**src/rtl/in_channel.sv**
```systemverilog
// in_channel: host-to-machine input FIFO feeding the "in" instruction.
//   A first-word-fall-through buffer of NIn words with valid/ready on both
//   sides. An in_last marker on an accepted push closes the stream, and eof
//   rises once the closed stream has fully drained.
// Ports:
//   clock, reset        single clock, synchronous active-high reset
//   in_valid/in_data/in_last/in_ready   host push side
//   rd_ready/rd_valid/rd_data           machine pop side (rd_data = oldest word)
//   count               buffered words, 0..NIn
//   eof                 stream closed and empty
//   underrun            sticky: pop requested while empty
module in_channel #(
  parameter int unsigned MemoryElementWidth = 12,
  parameter int unsigned NIn                = 16
) (
  input  logic                          clock,
  input  logic                          reset,
  input  logic                          in_valid,
  input  logic [MemoryElementWidth-1:0] in_data,
  input  logic                          in_last,
  output logic                          in_ready,
  input  logic                          rd_ready,
  output logic                          rd_valid,
  output logic [MemoryElementWidth-1:0] rd_data,
  output logic [31:0]                   count,
  output logic                          eof,
  output logic                          underrun
);

  localparam int unsigned AW = (NIn > 1) ? $clog2(NIn) : 1;
  localparam int unsigned CW = 32;

  typedef enum logic [1:0] {
    S_OPEN    = 2'd0,
    S_CLOSED  = 2'd1,
    S_DRAINED = 2'd2
  } state_t;

  state_t                          state, state_nx;
  logic [AW-1:0]                   wr_ptr, rd_ptr, wr_ptr_nx, rd_ptr_nx;
  logic [CW-1:0]                   count_nx;
  logic                            push, pop, underrun_nx;
  logic [MemoryElementWidth-1:0]   mem [NIn];

  // State register plus registered status outputs derived from next values.
  always_ff @(posedge clock) begin
    if (reset) begin
      state    <= S_OPEN;
      wr_ptr   <= '0;
      rd_ptr   <= '0;
      count    <= '0;
      underrun <= 1'b0;
      rd_valid <= 1'b0;
      eof      <= 1'b0;
      in_ready <= 1'b1;
    end else begin
      state    <= state_nx;
      wr_ptr   <= wr_ptr_nx;
      rd_ptr   <= rd_ptr_nx;
      count    <= count_nx;
      underrun <= underrun_nx;
      rd_valid <= (count_nx != '0);
      eof      <= (state_nx == S_DRAINED);
      in_ready <= (state_nx == S_OPEN) && (count_nx < CW'(NIn));
    end
  end

  // Storage is not cleared by reset; a push during reset is discarded.
  always_ff @(posedge clock) begin
    if (!reset && push) begin
      mem[wr_ptr] <= in_data;
    end
  end

  assign rd_data = mem[rd_ptr];

  // Next-state, pointer and count logic.
  always_comb begin
    state_nx    = state;
    wr_ptr_nx   = wr_ptr;
    rd_ptr_nx   = rd_ptr;
    count_nx    = count;
    underrun_nx = underrun;
    push        = in_valid && in_ready;
    pop         = rd_ready && rd_valid;

    if (rd_ready && !rd_valid) begin
      underrun_nx = 1'b1;
    end

    if (push) begin
      wr_ptr_nx = (wr_ptr == AW'(NIn - 1)) ? '0 : wr_ptr + AW'(1);
    end
    if (pop) begin
      rd_ptr_nx = (rd_ptr == AW'(NIn - 1)) ? '0 : rd_ptr + AW'(1);
    end

    case ({push, pop})
      2'b10:   count_nx = count + CW'(1);
      2'b01:   count_nx = count - CW'(1);
      default: count_nx = count;
    endcase

    case (state)
      S_OPEN: begin
        if (push && in_last) begin
          state_nx = S_CLOSED;
        end
      end
      S_CLOSED: begin
        if (count_nx == '0) begin
          state_nx = S_DRAINED;
        end
      end
      S_DRAINED: state_nx = S_DRAINED;
      default:   state_nx = S_OPEN;
    endcase
  end

endmodule
```
**config.mk**
```make
export PLATFORM = sky130hd
export DESIGN_NAME = in_channel
export DESIGN_NICKNAME = d
export VERILOG_FILES = /design/src/rtl/in_channel.sv
export SDC_FILE = /design/constraint.sdc
export NUM_CORES = 1
export LEC_CHECK = 0
export ABC_AREA = 1
export BUFFER_PORTS_ARGS = -buffer_cell sky130_fd_sc_hd__clkbuf_2
export CAP_MARGIN = 20
export CORE_MARGIN = 2
export CORE_UTILIZATION = 55
export DETAILED_ROUTE_END_ITERATION = 16
export GPL_ROUTABILITY_DRIVEN = 0
export PLACE_DENSITY = 0.81
export SYNTH_ARGS = -nofsm -noshare
export SYNTH_HDL_FRONTEND = slang
export SYNTH_SLANG_ARGS = --single-unit
```
**constraint.sdc**
```tcl
create_clock -name clock -period 6.9 [get_ports clock]
set_input_delay 1.035 -clock clock [delete_from_list [all_inputs] [get_ports clock]]
set_output_delay 1.035 -clock clock [all_outputs]
set_load 0.005 [all_outputs]
```
==> metrics.yaml <==
cts:
  clkTransAtPathRegs_ns: 0.06
  post_cts_resized: 0
  clk_latency_ns: 0.54
  cts_hold_buf: 0
  post_cts_buffers: 0
  cts_tree: "done"
  cts_num_sinks: 242
  clock_path_buffers: 3
  root_buffer: "clkbuf_16"
  htreeDepth: 1
  cts_made_buffers: 25
floorplan:
  io_pins: 65
  die_h_um: 158
  initial_core_util: 0.558
  die_w_um: 158
  coreArea_mm2: 0.0234
  dieArea_mm2: 0.0250
  row_count: 56
timing:
  fin_ws_ns: 2.55
  skew_ns: 0.0260
  report.final.slew_viol_count: 0
  min_period_ns: 4.35
  finalCritPeriodShare: 0.631
  rsz0062_at_grt: "no"
  max_freq_mhz: 230
  setup_viol: 0
  tightest_slew_ns: 1.02
  timing.slew.headroom: 0.321
  setup_tns_ns: 0
  finalHoldViolCount: 0
global_route:
  grt_pass1_wl_um: 52200
  grt_max_degree: 89
  grt-ovfl-total: 0
  grt_pass1_vias: 10200
  grt.total_usage: 0.267
  grt_antenna_before_repair: 0
layout:
  nNetsFinal: 1631
  drive_above_1_share: 0.127
  design_area_mm2: 0.0145
  fin_cells: 1944
  utilization: 0.621
  antenna_cells: 0
  area_growth_pct: 11.4
  multi_input_area_mm2: 0.00517
  fillers: 1963
  regArea_mm2: 0.00677
setup_path:
  r2r_start: "in_ready$_SDFF_PP1_"
  regToRegSetupSlack_ns: 2.73
  end_kind: "register"
  critPathArrivalTime_ns: 4.81
  r2r-end: "in_ready$_SDFF_PP1_"
  critPathKind: "in2reg"
  cp.required_ns: 7.35
  ff2ff_path_depth: 19
  start_kind: "primary input"
  cp_max_fo: 31
yosys:
  synth.largest_area_cell: "edfxtp_1"
  yosys-top-cells-count: "402 x nand2_1, 202 x inv_1, 192 x edfxtp_1"
  async_flop_share: 0
  syn_nets: 1581
  synth_cells: 1556
  synth_edf_count: 192
  synth.avg_cell_area_um2: 8.39
  synth.most_common_cell: "nand2_1"
  ys_ff_latch: 242
  synth_warnings: 0
  synthFlopType: "edfxtp_1"
  yosysSeqAreaShare: 0.519
  synth_area_mm2: 0.0130
  synth_cell_types: 37
  synth_top_area_frac: 0.442
  synthTopCellsByArea: "edfxtp_1 44%, nand2_1 12%, dfxtp_1 7.7%, nand3_1 6.1%, inv_1 5.8%"
place:
  dpl.hpwl_um: 22000
  place.port_buffers: 64
  placed_cell_area_mm2: 0.0136
  place_ws_ns: 1.96
  placed_cells: 1894
worst_hold_path:
  hold_end: "underrun$_SDFFE_PP0P_"
  holdCritStartpoint: "underrun$_SDFFE_PP0P_"
  hp-class: "reg2reg"
  whs_path_depth: 2
pwr:
  p_leak_nw: 6.07
  ir_drop_uv: 188
  pwr_density_cell_mw_per_mm2: 241
detailed_routing:
  drt-vias-per-instance: 5.71
  drt_wl_total_um: 33600
  post-route-drc-count: 0
  ant_nets: 0
  avgRoutedWirePerCell_um: 17.3
  drt_pre_antenna_iters: 5
  num_vias: 11100
  drt_iter0_markers: 1295
job:
  maxCapViolCount: 0
run_status:
  status: "finished clean"
[worst max-delay path, cell delays in order]
cell and delay, ns:
clkbuf_2 0.08, nand2_2 0.39, nand2_2 0.55, buf_4 0.46
nand2_1 0.10, nand2_1 0.22, nand2_2 0.14, nor2_2 0.18
nand2_1 0.12, nand4_1 0.10, nand3_1 0.12, o21ai_0 0.20
nand2_1 0.09, nor2_1 0.20, nand3_1 0.17, nor2_1 0.17
nand3_1 0.15, nand2_1 0.10, nand2_1 0.06, o21bai_2 0.13
[metal layers]
layer,track usage,vias up,part of all wire
met5,0,-,0
met3,0.0422,118,0.091
li1,-,5270,-
met2,0.453,579,0.48
met4,0.114,0,0.040
met1,0.340,5126,0.39
[power breakdown]
| group | internal [mW] | switching [mW] |
|---|---|---|
| clock network | 0.817 | 0.557 |
| registers | 1.60 | 0.0513 |
| logic | 0.152 | 0.326 |
[worst max-delay path by stage]
stage                          end  cells past startpoint      from
2_1_floorplan  in_ready$_SDFF_PP1_                     24  in_valid
3_3_place_gp   in_ready$_SDFF_PP1_                     25  rd_ready
3_5_place_dp   in_ready$_SDFF_PP1_                     25  rd_ready
4_1_cts        in_ready$_SDFF_PP1_                     24  rd_ready
5_1_grt        in_ready$_SDFF_PP1_                     20  in_valid
6_report       in_ready$_SDFF_PP1_                     20  in_valid
[cell usage in the layout, fill, tap and decap left out, types with 20 or more instances in the layout]
cell / n
a21oi_1: 74
inv_1: 202
nand2_1: 402
o211ai_1: 48
nor2_1: 110
edfxtp_1: 192
clkbuf_16: 25
dfxtp_1: 48
nand2_2: 23
nand3_1: 158
mux2i_1: 48
o21ai_0: 74
clkbuf_2: 64
buf_4: 20
[kinds of logic (layout without fill, tap and decap cells)]
family,count (synthesis),after routing,share of synthesized area
AND/OR/NAND/NOR,756,756,0.254
buffers and inverters,284,353,0.0871
flip-flops,242,242,0.519
AO/OA/AOI/OAI,211,211,0.0912
multiplexers,48,48,0.0368
adder cells (fa/ha/maj),8,8,0.00767
XOR/XNOR,7,7,0.00470
[registers in the layout (all words and copies together), names as in the netlist, named ones only]
| signal | count |
|---|---|
| underrun | 1 |
| state | 2 |
| in_ready | 1 |
| wr_ptr | 4 |
| count | 32 |
| rd_valid | 1 |
| mem | 192 |
| eof | 1 |
| rd_ptr | 4 |
[through the flow]
| step | hold WS, ns | total power, mW |
|---|---|---|
| 6_report | 0.507 | 3.50 |
| 5_1_grt | 0.561 | 3.63 |
| 4_1_cts | 0.514 | 3.51 |
| 3_5_place_dp | 0.500 | 2.14 |
| 3_3_place_gp | 0.450 | 2.13 |
| 2_1_floorplan | 0.460 | 1.99 |
[final cells by class]
class	instances	area share
tap	319	0.0274
sequential	242	0.466
clock inverter	18	0.0140
multi-input combinational	1030	0.355
clock buffer	28	0.0438
timing repair buffer	89	0.0373
inverter	218	0.0564
(Power assumes the default switching activity.)
